## config.mk

```make
export PLATFORM = sky130hd
export DESIGN_NAME = oam_dma
export DESIGN_NICKNAME = d
export VERILOG_FILES = /design/src/rtl/gb_dma_pkg.sv /design/src/rtl/oam_dma.sv
export SDC_FILE = /design/constraint.sdc
export NUM_CORES = 1
export LEC_CHECK = 0
export BUFFER_PORTS_ARGS = -buffer_cell sky130_fd_sc_hd__buf_2
export CAP_MARGIN = 25
export CORE_MARGIN = 4
export CORE_UTILIZATION = 30
export DETAILED_ROUTE_END_ITERATION = 10
export PLACE_DENSITY = 0.54
export SLEW_MARGIN = 5
export SYNTH_ARGS = -nofsm -noshare
export SYNTH_HDL_FRONTEND = slang
export SYNTH_SLANG_ARGS = --single-unit
```

## constraint.sdc

```tcl
create_clock -name clk -period 2.45 [get_ports clk]
set_input_delay 0.1225 -clock clk [delete_from_list [all_inputs] [get_ports clk]]
set_output_delay 0.1225 -clock clk [all_outputs]
set_load 0.01 [all_outputs]
```

## src/rtl/gb_dma_pkg.sv

```systemverilog
// -----------------------------------------------------------------------------
// gb_dma_pkg
// Shared types and constants for the Game Boy OAM DMA engine.
//   dma_state_t  : engine state encoding (IDLE, SETUP, XFER, DRAIN)
//   DMA_REG_ADDR : CPU address of the DMA source register
//   OAM_LEN      : bytes copied per transfer
//   ECHO_BASE_HI / ECHO_OFFSET : echo-RAM page remap (0xE0..0xFF -> 0xC0..0xDF)
//   map_src_hi() : applies the echo-RAM remap to a written source page
// -----------------------------------------------------------------------------
package gb_dma_pkg;

    typedef enum logic [1:0] {
        IDLE  = 2'd0,
        SETUP = 2'd1,
        XFER  = 2'd2,
        DRAIN = 2'd3
    } dma_state_t;

    localparam logic [15:0] DMA_REG_ADDR = 16'hFF46;
    localparam int          OAM_LEN      = 160;
    localparam logic [7:0]  ECHO_BASE_HI = 8'hE0;
    localparam logic [7:0]  ECHO_OFFSET  = 8'h20;

    // Pages 0xE0 and up mirror work RAM, so the engine reads the real page.
    function automatic logic [7:0] map_src_hi(input logic [7:0] page);
        return (page >= ECHO_BASE_HI) ? (page - ECHO_OFFSET) : page;
    endfunction

endpackage

```

## src/rtl/oam_dma.sv

```systemverilog
// -----------------------------------------------------------------------------
// oam_dma
// Game Boy OAM DMA engine. A CPU write of XX to REG_ADDR copies LEN bytes from
// XX00.. into OAM 0x00.. one byte per clock, with the OAM write registered one
// cycle behind the combinational source read.
//
// Ports
//   clk, reset               : system clock, synchronous active-high reset
//   cpu_addr/cpu_wr/cpu_wdata: CPU bus write into the DMA register
//   mem_addr/mem_rd_cs       : source read request (combinational read)
//   mem_rd_data              : source read data, same cycle as the request
//   oam_addr/oam_wr_data/oam_wr_cs : registered OAM write port
//   dma_active               : locks the CPU out of non-HRAM space
//   cpu_rd/cpu_rdata         : register readback (only with OAM_DMA_READBACK_EN)
//
// Optional build macro: OAM_DMA_READBACK_EN adds the readback ports.
//
// state | meaning
// ------+--------------------------------------------------------------
// IDLE  | no transfer; all bus outputs inactive
// SETUP | one cycle after the trigger; dma_active high, index cleared
// XFER  | LEN cycles; read {src_hi, index}, register it for the OAM write
// DRAIN | one cycle presenting the final OAM write, no source read
// -----------------------------------------------------------------------------
module oam_dma
    import gb_dma_pkg::*;
#(
    parameter int          LEN      = OAM_LEN,
    parameter logic [15:0] REG_ADDR = DMA_REG_ADDR,
    parameter int          OAM_ASZ  = 8
) (
    input  logic               clk,
    input  logic               reset,
    input  logic [15:0]        cpu_addr,
    input  logic               cpu_wr,
    input  logic [7:0]         cpu_wdata,
    output logic [15:0]        mem_addr,
    output logic               mem_rd_cs,
    input  logic [7:0]         mem_rd_data,
    output logic [OAM_ASZ-1:0] oam_addr,
    output logic [7:0]         oam_wr_data,
    output logic               oam_wr_cs,
`ifdef OAM_DMA_READBACK_EN
    input  logic               cpu_rd,
    output logic [7:0]         cpu_rdata,
`endif
    output logic               dma_active
);

    localparam logic [7:0] LAST_IDX = 8'(LEN - 1);

    dma_state_t         state_q,    state_d;
    logic [7:0]         index_q,    index_d;
    logic [7:0]         src_hi_q,   src_hi_d;
    logic               wr_valid_q, wr_valid_d;
    logic [OAM_ASZ-1:0] wr_idx_q,   wr_idx_d;
    logic [7:0]         wr_data_q,  wr_data_d;
    logic               trigger;

    assign trigger = cpu_wr && (cpu_addr == REG_ADDR);

    always_comb begin
        state_d    = state_q;
        index_d    = index_q;
        src_hi_d   = src_hi_q;
        wr_valid_d = wr_valid_q;
        wr_idx_d   = wr_idx_q;
        wr_data_d  = wr_data_q;
        mem_addr   = 16'h0000;
        mem_rd_cs  = 1'b0;
        dma_active = (state_q != IDLE);

        case (state_q)
            IDLE: begin
            end
            SETUP: begin
                index_d    = 8'h00;
                wr_valid_d = 1'b0;
                state_d    = XFER;
            end
            XFER: begin
                mem_rd_cs  = 1'b1;
                mem_addr   = {src_hi_q, index_q};
                wr_data_d  = mem_rd_data;
                wr_idx_d   = OAM_ASZ'(index_q);
                wr_valid_d = 1'b1;
                if (index_q == LAST_IDX) begin
                    // Park the index at 0 so it never runs past LEN-1.
                    index_d = 8'h00;
                    state_d = DRAIN;
                end else begin
                    index_d = index_q + 8'h01;
                end
            end
            DRAIN: begin
                wr_valid_d = 1'b0;
                state_d    = IDLE;
            end
            default: begin
                state_d = IDLE;
            end
        endcase

        // A trigger in any state restarts. The write already on the OAM port
        // this cycle is captured by OAM at this edge; nothing after it is.
        if (trigger) begin
            src_hi_d   = map_src_hi(cpu_wdata);
            state_d    = SETUP;
            index_d    = 8'h00;
            wr_valid_d = 1'b0;
        end
    end

    always_ff @(posedge clk) begin
        if (reset) begin
            state_q    <= IDLE;
            index_q    <= 8'h00;
            src_hi_q   <= 8'h00;
            wr_valid_q <= 1'b0;
            wr_idx_q   <= '0;
            wr_data_q  <= 8'h00;
        end else begin
            state_q    <= state_d;
            index_q    <= index_d;
            src_hi_q   <= src_hi_d;
            wr_valid_q <= wr_valid_d;
            wr_idx_q   <= wr_idx_d;
            wr_data_q  <= wr_data_d;
        end
    end

    assign oam_wr_cs   = wr_valid_q;
    assign oam_addr    = wr_idx_q;
    assign oam_wr_data = wr_data_q;

`ifdef OAM_DMA_READBACK_EN
    logic [7:0] raw_reg_q, raw_reg_d;

    always_comb begin
        raw_reg_d = raw_reg_q;
        if (trigger) begin
            raw_reg_d = cpu_wdata;
        end
    end

    always_ff @(posedge clk) begin
        if (reset) begin
            raw_reg_q <= 8'h00;
        end else begin
            raw_reg_q <= raw_reg_d;
        end
    end

    // Readback returns the raw written page, before the echo remap.
    assign cpu_rdata = (cpu_rd && (cpu_addr == REG_ADDR)) ? raw_reg_q : 8'hFF;
`endif

endmodule

```

Word-level counts from Yosys, hierarchy flattened
Index checks and enable logic that the tools add are counted.

storage, ports and cells
  flip-flop bits (word level) = 35
  bits of input ports = 35
  output and inout bits = 35
  logic and storage cells = 36

operators by class
  $add $sub $neg = 2
  order comparisons = 1
  equality and inequality tests = 7
  multiplexer cells = 9
  reductions and logical operators = 10

operators with widths
  cell                                                      number
  == test 16 bit, second input constant                     1
  2-to-1 mux 16 bit                                         1
  2-to-1 mux 8 bit                                          2
  case mux 8 bit (2 select lines)                           1
  adder 8 x 1 -> 8 bit, second input constant               1
  == test 8 bit, second input constant                      1
  greater-or-equal comparator 8 bit, second input constant  1
  subtractor 8 x 6 -> 8 bit, second input constant          1
  case mux 2 bit (3 select lines)                           1
  nonzero test 2 bit                                        3
  == test 2 bit, second input constant                      2
  AND reduction 2 bit                                       2
  nonzero test 4 bit                                        1
  OR reduction 2 bit                                        2
  inequality test 3 bit, second input constant              1
  nonzero test 3 bit                                        1
  == test 2 x 1 -> 1 bit, second input constant             1
  2-to-1 mux 1 bit                                          2
  2-to-1 mux 2 bit                                          1
  inequality test 2 bit, second input constant              1
  case mux 1 bit (2 select lines)                           1
  logical AND 1 bit                                         1

Logic depth before layout (Yosys ltp)
Gate-level depths: netlist (run 1).

  depth after elaboration = 4
  mapped depth = 7
  gate-level depth less buffers = 6

Worst setup path after synthesis (run 1)
OpenSTA, ideal clock, no wires.

  path kind = register to register
  start = register state_q[0]
  end = register state_q[0]
  library setup time = 127 ps
  arrival time = 1426 ps
  data required time = 2323 ps
  slack = 897 ps
  cell stages (with the launch flop) = 7
  buffers on the path = 1
  period minus slack after synthesis = 1553 ps
  cells stage by stage = dfxtp_1 inv_1 ha_1 inv_1 buf_2 o2111ai_1 or3b_1

on the way
  cells in the longest elaborated chain, start to end = 3
  elaborated cells on any way between the ends = 8
  classes of those cells = eq/ne: 4; mux: 2; reduce/logical: 2

RTL lines
  what                                                            line            text
  start: declaration                                              oam_dma.sv:52   dma_state_t state_q, state_d;
  start signal: assignment                                        oam_dma.sv:123  state_q <= state_d;
  == test 2 bit / == test 2 x 1 -> 1 bit (equally long branches)  oam_dma.sv:73   case (state_q)
  case mux 2 bit (3 select lines) (tied with other cells)         oam_dma.sv:73
  2-to-1 mux 1 bit / AND reduction 2 bit (equally long branches)  -

Several ways; a longest one is shown, not always the timed one.
A chain may end at the register's enable or synchronous reset.

Worst setup path in the final report (run 1)
  start = register state_q[0]
  end = output mem_addr[0]

on the way
  cells in the longest elaborated chain, start to end = 2

RTL lines
  what               line           text
  == test 2 bit      oam_dma.sv:73
  2-to-1 mux 16 bit  oam_dma.sv:73
  end: declaration   oam_dma.sv:37  output logic [15:0] mem_addr,

Every way passes these cells.

==> results.sh, run 1 <==
export IMPL_status="completed"
export IMPL_vias=1532
export IMPL_arrival_ns=1.60
export IMPL_final_hold_viol_count=0
export IMPL_num_io_pins=70
export IMPL_pwr_share_comb_pct=22.9
export IMPL_final_instance_count_excl_fill=328
export IMPL_drt_pre_antenna_iters=4
export IMPL_reg2reg_depth=6
export IMPL_cts_max_level=2
export IMPL_fin_setup_tns_ns=0
export IMPL_worstHoldStart="mem_rd_data[1]"
export IMPL_tightestPinTransition_ns=0.534
export IMPL_crit_fanout=31
export IMPL_cts_max_path_buffers=2
export IMPL_synthTopCellsByArea="dfxtp_1, and2_1, a21oi_1, ha_1, nor2_1"
export IMPL_clk_pin_slew_ns=0.07
export IMPL_setup_viol=0
export IMPL_required_ns=2.33
export IMPL_cts_repair_resized=0
export IMPL_portBuffers=69
export IMPL_synth_commonest_cells="dfxtp_1, nor2_1, a21oi_1"
export IMPL_syn2layout_area_growth_pct=30.9
export IMPL_synth_edf_count=0
export IMPL_die_h_um=82.5
export IMPL_dpl_cell_area_um2=2060
export IMPL_fmax_ghz=0.580
export IMPL_rr_startpoint="state_q[1]$_SDFFE_PP0P_"
export IMPL_synth_top_area_cell="dfxtp_1"
export IMPL_drc=0
export IMPL_cts_buffers=5
export IMPL_p_leak_uw=0.00101
export IMPL_startpoint_type="flip-flop"
export IMPL_pre_cts_ws_ns=0.777
export IMPL_start_util_pct=31.7
export IMPL_antenna_found_initial=0
export IMPL_cp_startpoint="state_q[0]$_SDFFE_PP0P_"
export IMPL_avgSynthCellArea_um2=8.80
export IMPL_grt_usage_pct=12.6
export IMPL_rsz0062_at_grt="false"
export IMPL_clock_latency_ns=0.28
export IMPL_synthCells=189
export IMPL_ys_seq_area_share_pct=42.1
export IMPL_p_seq_share_pct=41.6
export IMPL_synth_area_um2=1660
export IMPL_cts_hold_buf=0
export IMPL_postCtsSetupBuffers=0
export IMPL_slew_viol_final=0
export IMPL_synth_fp_nets=232
export IMPL_crit_type="flip-flop to output port"
export IMPL_synth_most_common_cell="dfxtp_1"
export IMPL_fin_crit_sh_pct=70.3
export IMPL_netSwitchingFraction_pct=29.0
export IMPL_min_path_cells=3
export IMPL_grt_max_degree=32
export IMPL_grt_pass1_wl_mm=6.70
export IMPL_synth_async_reset_ratio_pct=0
export IMPL_drt_iter0_markers=85
export IMPL_ys_types=36
export IMPL_ys_ff_latch=35
export IMPL_nets=300
export IMPL_routed_wirelength_mm=3.97
export IMPL_p_per_area_nw_per_um2=696
export IMPL_fp_coreArea_um2=5240
export IMPL_relSlewSlack_pct=64.4
export IMPL_fin_ws_ns=0.727
export IMPL_hp_class="input port to flip-flop"
export IMPL_nFillCells=539
export IMPL_synth_main_ff_cell="dfxtp_1"
export IMPL_die_w_um=82.5
export IMPL_synth_warnings=0
export IMPL_root_buffer="clkbuf_8"
export IMPL_ir_worst_vdd_v=0.000333
export IMPL_dieArea_um2=6800
export IMPL_design_area_um2=2180
export IMPL_p_int_uw=1080
export IMPL_max_cap_viol_count=0
export IMPL_holdWs_ns=0.0725
export IMPL_overflow=0
export IMPL_vias_per_cell=4.67
export IMPL_p_clk_share_pct=35.5
export IMPL_grt_pass1_vias=1547
export IMPL_cts_tree="done"
export IMPL_endpoint_kind="output port"
export IMPL_clock_sinks=35
export IMPL_place_congestion=0.730
export IMPL_drive_gt1_share_pct=32.9
export IMPL_diodes=0
export IMPL_finalClockSkew_ns=0.00698
export IMPL_antenna_left=0
export IMPL_synth_top_area_share_pct=42.1
export IMPL_place_inst=320
export IMPL_rows=26
export IMPL_place_hpwl_mm=2.82
export IMPL_avgRoutedWirePerCell_um=12.1
export IMPL_p_sw_uw=439
export IMPL_min_period_ns=1.72
==> through the flow <==
stage / total power, uW / util [%]
4_1_cts: 1550 / 41.6
5_1_grt: 1620 / 41.6
6_report: 1510 / 41.6
3_5_place_dp: 994 / 39.3
3_3_place_gp: 992 / 39.3
2_1_floorplan: 881 / -
==> cells by family after synthesis <==
| logic type | count (synthesis) | share of synthesized area, % |
|---|---|---|
| AND/OR/NAND/NOR | 80 | 27.2 |
| AO/OA/AOI/OAI | 38 | 13.5 |
| XOR/XNOR | 4 | 2.11 |
| adder cells (fa/ha/maj) | 8 | 6.02 |
| buffers and inverters | 16 | 4.21 |
| multiplexers | 8 | 4.82 |
| flip-flops | 35 | 42.1 |
==> critical path: stages (launching register included) <==
cell and delay, ns:
dfxtp_1 0.34, inv_1 0.13, ha_1 0.18, buf_4 0.32, and2_1 0.21, buf_2 0.14
==> power groups by stage <==
| stage | registers [uW] | logic, uW | clock network, uW |
|---|---|---|---|
| CTS | 631 | 352 | 562 |
| floorplan | 655 | 225 | 0 |
| global route | 637 | 394 | 586 |
| finish | 630 | 347 | 538 |
| global placement | 644 | 348 | 0 |
| detailed placement | 644 | 351 | 0 |
==> cells in the final DEF (no fill, tap or decap) <==
cell type	n
a21bo_2	1
o2111ai_1	1
nand4bb_1	1
nand2_1	3
xor2_1	4
nand2b_1	2
dfxtp_1	35
clkinv_2	1
a21oi_1	21
clkbuf_8	6
nor3b_1	1
a311oi_1	1
a31oi_1	1
buf_4	1
mux2i_1	8
a2111oi_1	1
nand4_1	3
nand4_2	1
ha_1	8
nor2_2	1
bufinv_16	1
nor2_1	22
nor3_1	7
buf_2	69
and4bb_2	2
o21ai_4	1
inv_1	7
o21ai_1	1
o21ai_0	9
nand3_2	1
nor2b_1	1
nand3_1	12
and2_1	17
o31a_1	1
or3b_1	1
and3_1	2
and4_1	3
==> state kept, by name, indices dropped and copies added, names as in the netlist <==
name	count
index_q	8
oam_addr	8
oam_wr_cs	1
oam_wr_data	8
src_hi_q	8
state_q	2
==> path summary, 6_finish.rpt <==
path	end	slack, ns
setup / recovery	mem_addr[0]	0.73
hold / removal	oam_wr_data[1]$_SDFFE_PP0N_	0.07
setup reg to reg	index_q[5]$_SDFFE_PP0P_	0.78
hold reg to reg	src_hi_q[4]$_SDFFE_PP0P_	0.47
==> final cells by class <==
cell class                 instances  area, um2  area share (%)
tap                               70       87.6            4.02
clock buffer                       6       82.6            3.79
inverter                           7       26.3            1.21
clock inverter                     2       35.0            1.61
timing repair buffer              70        353            16.2
multi-input combinational        138        892            41.0
sequential                        35        701            32.2
==> metal layers <==
layer / vias up / GRT usage [%] / wire (um)
met5: - / 0 / 0
met1: 670 / 15.6 / 1810
met2: 64 / 20.6 / 1700
met3: 4 / 4.66 / 424
met4: 0 / 2.99 / 38
li1: 794 / - / -
Power figures use the tool's default switching activity.
==> run 2: changes to the inputs <==
==> constraint.sdc (replaced) <==
create_clock -name clk -period 1.6 [get_ports clk]
set_input_delay 0.08 -clock clk [delete_from_list [all_inputs] [get_ports clk]]
set_output_delay 0.08 -clock clk [all_outputs]
set_load 0.01 [all_outputs]
==> results.sh, run 2 (same netlist as run 1, synthesis figures left out) <==
export IMPL_place_inst=330
export IMPL_startpoint_type="flip-flop"
export IMPL_setup_viol=0
export IMPL_fp_coreArea_um2=5240
export IMPL_nets=310
export IMPL_crit_chain="ha_1 -> nand3_2 -> nor2_2 -> a2111oi_1 -> or3b_1"
export IMPL_die_h_um=82.5
export IMPL_drc=0
export IMPL_die_w_um=82.5
export IMPL_antenna_found_initial=0
export IMPL_place_hpwl_mm=3.08
export IMPL_clock_sinks=35
export IMPL_tightestPinTransition_ns=0.416
export IMPL_p_leak_uw=0.00105
export IMPL_dpl_cell_area_um2=2130
export IMPL_status="completed"
export IMPL_final_instance_count_excl_fill=338
export IMPL_grt_max_degree=18
export IMPL_crit_fanout=4
export IMPL_place_congestion=0.770
export IMPL_start_util_pct=31.7
export IMPL_drt_pre_antenna_iters=4
export IMPL_min_period_ns=1.48
export IMPL_grt_usage_pct=12.6
export IMPL_design_area_um2=2280
export IMPL_ir_worst_vdd_v=0.000473
export IMPL_drt_iter0_markers=50
export IMPL_vias=1594
export IMPL_cts_max_path_buffers=2
export IMPL_num_io_pins=70
export IMPL_drive_gt1_share_pct=37.7
export IMPL_holdWs_ns=0.0249
export IMPL_worst_path_buf_inv=0
export IMPL_hp_class="input port to flip-flop"
export IMPL_fin_setup_tns_ns=0
export IMPL_slew_viol_final=0
export IMPL_relSlewSlack_pct=72.2
export IMPL_fin_crit_sh_pct=92.8
export IMPL_grt_pass1_wl_mm=6.53
export IMPL_final_hold_viol_count=0
export IMPL_layout_common_cells="buf_2, dfxtp_1, nor2_1, a21oi_1, and2_1"
export IMPL_crit_type="flip-flop to flip-flop"
export IMPL_portBuffers=69
export IMPL_vias_per_cell=4.72
export IMPL_diodes=0
export IMPL_rows=26
export IMPL_cts_buffers=5
export IMPL_max_cap_viol_count=0
export IMPL_avgRoutedWirePerCell_um=12.0
export IMPL_slowest_delay_ns=0.37
export IMPL_clk_pin_slew_ns=0.07
export IMPL_required_ns=1.77
export IMPL_p_total_uw=2330
export IMPL_cts_max_level=2
export IMPL_antenna_left=0
export IMPL_syn2layout_area_growth_pct=36.9
export IMPL_endpoint_kind="flip-flop"
export IMPL_arrival_ns=1.65
export IMPL_use_met2_pct=19.2
export IMPL_dieArea_um2=6800
export IMPL_nFillCells=554
export IMPL_root_buffer="clkbuf_8"
export IMPL_fmax_ghz=0.673
export IMPL_cpMaxStageDelayCell="or3b_1"
export IMPL_crit_family="simple AND/OR/NAND/NOR gates"
export IMPL_grt_busiest_layer="met2"
export IMPL_p_per_area_nw_per_um2=1020
export IMPL_use_met3_pct=4.45
export IMPL_routed_wirelength_mm=4.07
export IMPL_layout_commonest_cell="buf_2"
export IMPL_overflow=0
export IMPL_grt_pass1_vias=1472
export IMPL_finalClockSkew_ns=0.00391
export IMPL_cts_tree="done"
export IMPL_met1_usage_pct=16.1
export IMPL_clock_latency_ns=0.29
-- run 2: cell types whose count changed in the layout (fill, tap and decap cells not counted), sizes merged --
| cell | change |
|---|---|
| clkinv | -1 |
| buf | +10 |
| clkbuf | +1 |
| bufinv | -1 |
| clkinvlp | +1 |
-- run 2: power by group --
group	leakage (uW)	switching [uW]	internal [uW]
registers	0.000283	37.3	930
clock network	0.0000505	318	391
logic	0.000719	339	312
-- run 2: per-layer routing --
layer  share of wire (%)  routed length [um]
met1                  45                1850
met2                  43                1760
met3                 9.6                 390
met4                 1.8                  72
met5                   0                   0
-- run 2: area by class of cell --
cell class,instances,area (um2),area share [%]
Tap cell,70,87.6,3.85
Timing Repair Buffer,80,435,19.1
Clock inverter,1,7.51,0.330
Multi-Input combinational cell,138,920,40.4
Inverter,7,26.3,1.15
Sequential cell,35,703,30.9
Clock buffer,7,96.3,4.23
-- run 2: timing repair --
action / 4_1_cts / 5_1_grt
setup endpoints to repair: 16 / 21
gates resized for setup: 1 / 8
setup buffers: 0 / 0
gates cloned: 0 / 0
hold buffers: 0 / 0
-- run 2: final timing paths --
| check | from | endpoint | slack, ns | depth (start not counted) |
|---|---|---|---|---|
| worst max-delay path | index_q[0]$_SDFFE_PP0P_ | state_q[0]$_SDFFE_PP0P_ | 0.12 | 5 |
| worst min-delay path | mem_rd_data[7] | oam_wr_data[7]$_SDFFE_PP0N_ | 0.02 | 3 |
| worst max register to register | index_q[0]$_SDFFE_PP0P_ | state_q[0]$_SDFFE_PP0P_ | 0.12 | 5 |
| worst min register to register | src_hi_q[2]$_SDFFE_PP0P_ | src_hi_q[2]$_SDFFE_PP0P_ | 0.48 | 2 |
-- run 2: metrics by stage --
step | util [%] | setup WS (ns)
3_3_place_gp | 40.8 | 0.0820
6_report | 43.5 | 0.115
3_5_place_dp | 40.8 | 0.0356
2_1_floorplan | - | 0.0467
4_1_cts | 42.8 | -0.00579
5_1_grt | 43.5 | -0.00455
-- run 2: worst min-delay path: stages --
cell and delay [ns]:
buf_2 0.07, mux2i_1 0.05, nor2_1 0.07
==> run 3: changes to the inputs <==
--- a/config.mk
+++ b/config.mk
@@ -8,10 +8,10 @@
 export BUFFER_PORTS_ARGS = -buffer_cell sky130_fd_sc_hd__buf_2
 export CAP_MARGIN = 25
 export CORE_MARGIN = 4
-export CORE_UTILIZATION = 30
+export CORE_UTILIZATION = 47
 export DETAILED_ROUTE_END_ITERATION = 10
-export PLACE_DENSITY = 0.54
-export SLEW_MARGIN = 5
+export PLACE_DENSITY = 0.79
+export SLEW_MARGIN = 20
 export SYNTH_ARGS = -nofsm -noshare
 export SYNTH_HDL_FRONTEND = slang
 export SYNTH_SLANG_ARGS = --single-unit
==> results.sh, run 3 (same netlist as run 1, synthesis figures left out) <==
export IMPL_relSlewSlack_pct=73.6
export IMPL_diodes=0
export IMPL_grt_usage_pct=18.3
export IMPL_slew_viol_final=0
export IMPL_rows=21
export IMPL_die_w_um=67.5
export IMPL_cts_buffers=5
export IMPL_required_ns=1.52
export IMPL_grt_pass1_vias=1516
export IMPL_grt_max_degree=20
export IMPL_design_area_um2=2340
export IMPL_final_hold_viol_count=0
export IMPL_crit_type="flip-flop to output port"
export IMPL_portBuffers=69
export IMPL_die_h_um=67.5
export IMPL_routed_wirelength_mm=4.05
export IMPL_fp_coreArea_um2=3390
export IMPL_cts_tree="done"
export IMPL_status="completed"
export IMPL_startpoint_type="flip-flop"
export IMPL_final_util_pct=69.1
export IMPL_grt_pass1_wl_mm=6.45
export IMPL_root_buffer="clkbuf_4"
export IMPL_antenna_left=0
export IMPL_nets=322
export IMPL_arrival_ns=1.41
export IMPL_rr_startpoint="state_q[1]$_SDFFE_PP0P_"
export IMPL_setup_viol=0
export IMPL_worst_path_buf_inv=3
export IMPL_endpoint_kind="output port"
export IMPL_num_io_pins=70
export IMPL_crit_family="buffers and inverters"
export IMPL_crit_chain="inv_2 -> ha_4 -> buf_4 -> and2_1 -> buf_2"
export IMPL_min_period_ns=1.49
export IMPL_antenna_found_initial=0
export IMPL_place_congestion=0.808
export IMPL_hp_class="input port to flip-flop"
export IMPL_tightestPinTransition_ns=0.395
export IMPL_crit_fanout=9
export IMPL_vias=1668
export IMPL_drive_gt1_share_pct=36.4
export IMPL_cts_max_path_buffers=2
export IMPL_fin_crit_sh_pct=93.1
export IMPL_place_hpwl_mm=2.97
export IMPL_p_leak_uw=0.00110
export IMPL_clock_sinks=35
export IMPL_clk_pin_slew_ns=0.10
export IMPL_cpMaxStageDelayCell="dfxtp_1"
export IMPL_pre_cts_ws_ns=0.00916
export IMPL_finalClockSkew_ns=0.00478
export IMPL_holdWs_ns=0.00844
export IMPL_drt_iter0_markers=42
export IMPL_max_cap_viol_count=0
export IMPL_overflow=0
export IMPL_avgRoutedWirePerCell_um=12.4
export IMPL_syn2layout_area_growth_pct=40.9
export IMPL_drt_pre_antenna_iters=4
export IMPL_dieArea_um2=4550
export IMPL_fin_setup_tns_ns=0
export IMPL_drc=0
export IMPL_cp_startpoint="state_q[0]$_SDFFE_PP0P_"
export IMPL_cts_max_level=2
export IMPL_fin_ws_ns=0.111
export IMPL_worstHoldStart="mem_rd_data[5]"
export IMPL_layout_commonest_cell="buf_2"
export IMPL_p_per_area_nw_per_um2=982
export IMPL_slowest_delay_ns=0.36
export IMPL_vias_per_cell=5.12
export IMPL_rsz0062_at_grt="false"
export IMPL_clock_latency_ns=0.33
export IMPL_dpl_cell_area_um2=2090
export IMPL_ir_worst_vdd_v=0.000660
export IMPL_layout_common_cells="buf_2, dfxtp_1, a21oi_1, nor2_1, and2_1"
export IMPL_start_util_pct=49.1
export IMPL_fmax_ghz=0.672
## run 3: cell types whose count changed in the layout (fill, tap and decap cells not counted), sizes merged
cell	delta
buf	+1
clkinvlp	-1
clkbuf	-1
clkinv	+1
bufinv	+1
dlygate4sd3	+11
## run 3: path summary, 6_finish.rpt
check | to | slack, ns | depth (start not counted)
max | mem_addr[15] | 0.11 | 5
min | oam_wr_data[5]$_SDFFE_PP0N_ | 0.008 | 3
max reg2reg | index_q[5]$_SDFFE_PP0P_ | 0.12 | 6
min reg2reg | src_hi_q[5]$_SDFFE_PP0P_ | 0.48 | 2
## run 3: final cells by class
| cell class | count | area (um2) |
|---|---|---|
| Multi-Input combinational cell | 138 | 922 |
| Tap cell | 46 | 57.6 |
| Inverter | 7 | 26.3 |
| Clock buffer | 6 | 51.3 |
| Sequential cell | 35 | 702 |
| Clock inverter | 2 | 35.0 |
| Fill cell | 283 | 1050 |
| Timing Repair Buffer | 92 | 549 |
## run 3: where the power goes
group          switching (uW)  internal, uW  leakage (uW)
logic                     343           327      0.000769
clock network             294           369     0.0000482
registers                38.5           930      0.000283
## run 3: through the flow
stage               total power, uW  instances
CTS                            2270        323
global placement               1560        304
global route                   2430        326
finish                         2300        326
floorplan                      1350        189
detailed placement             1580        304
## run 3: timing repair
item,4_1_cts,5_1_grt
hold endpoints to repair,11,0
hold buffers,11,0
pin swaps,0,1
resized for setup,4,5
endpoints found under the setup margin,17,10
setup buffers,0,3
## run 3: tightest hold or removal path, stage by stage
cell,delay (ns)
buf_2,0.08
mux2i_1,0.07
nor2_1,0.08
## run 3: routing by layer
layer	global-route usage, %	wire (um)
met4	6.08	65
met3	4.99	306
met5	0	0
met1	22.3	1680
met2	31.1	2000
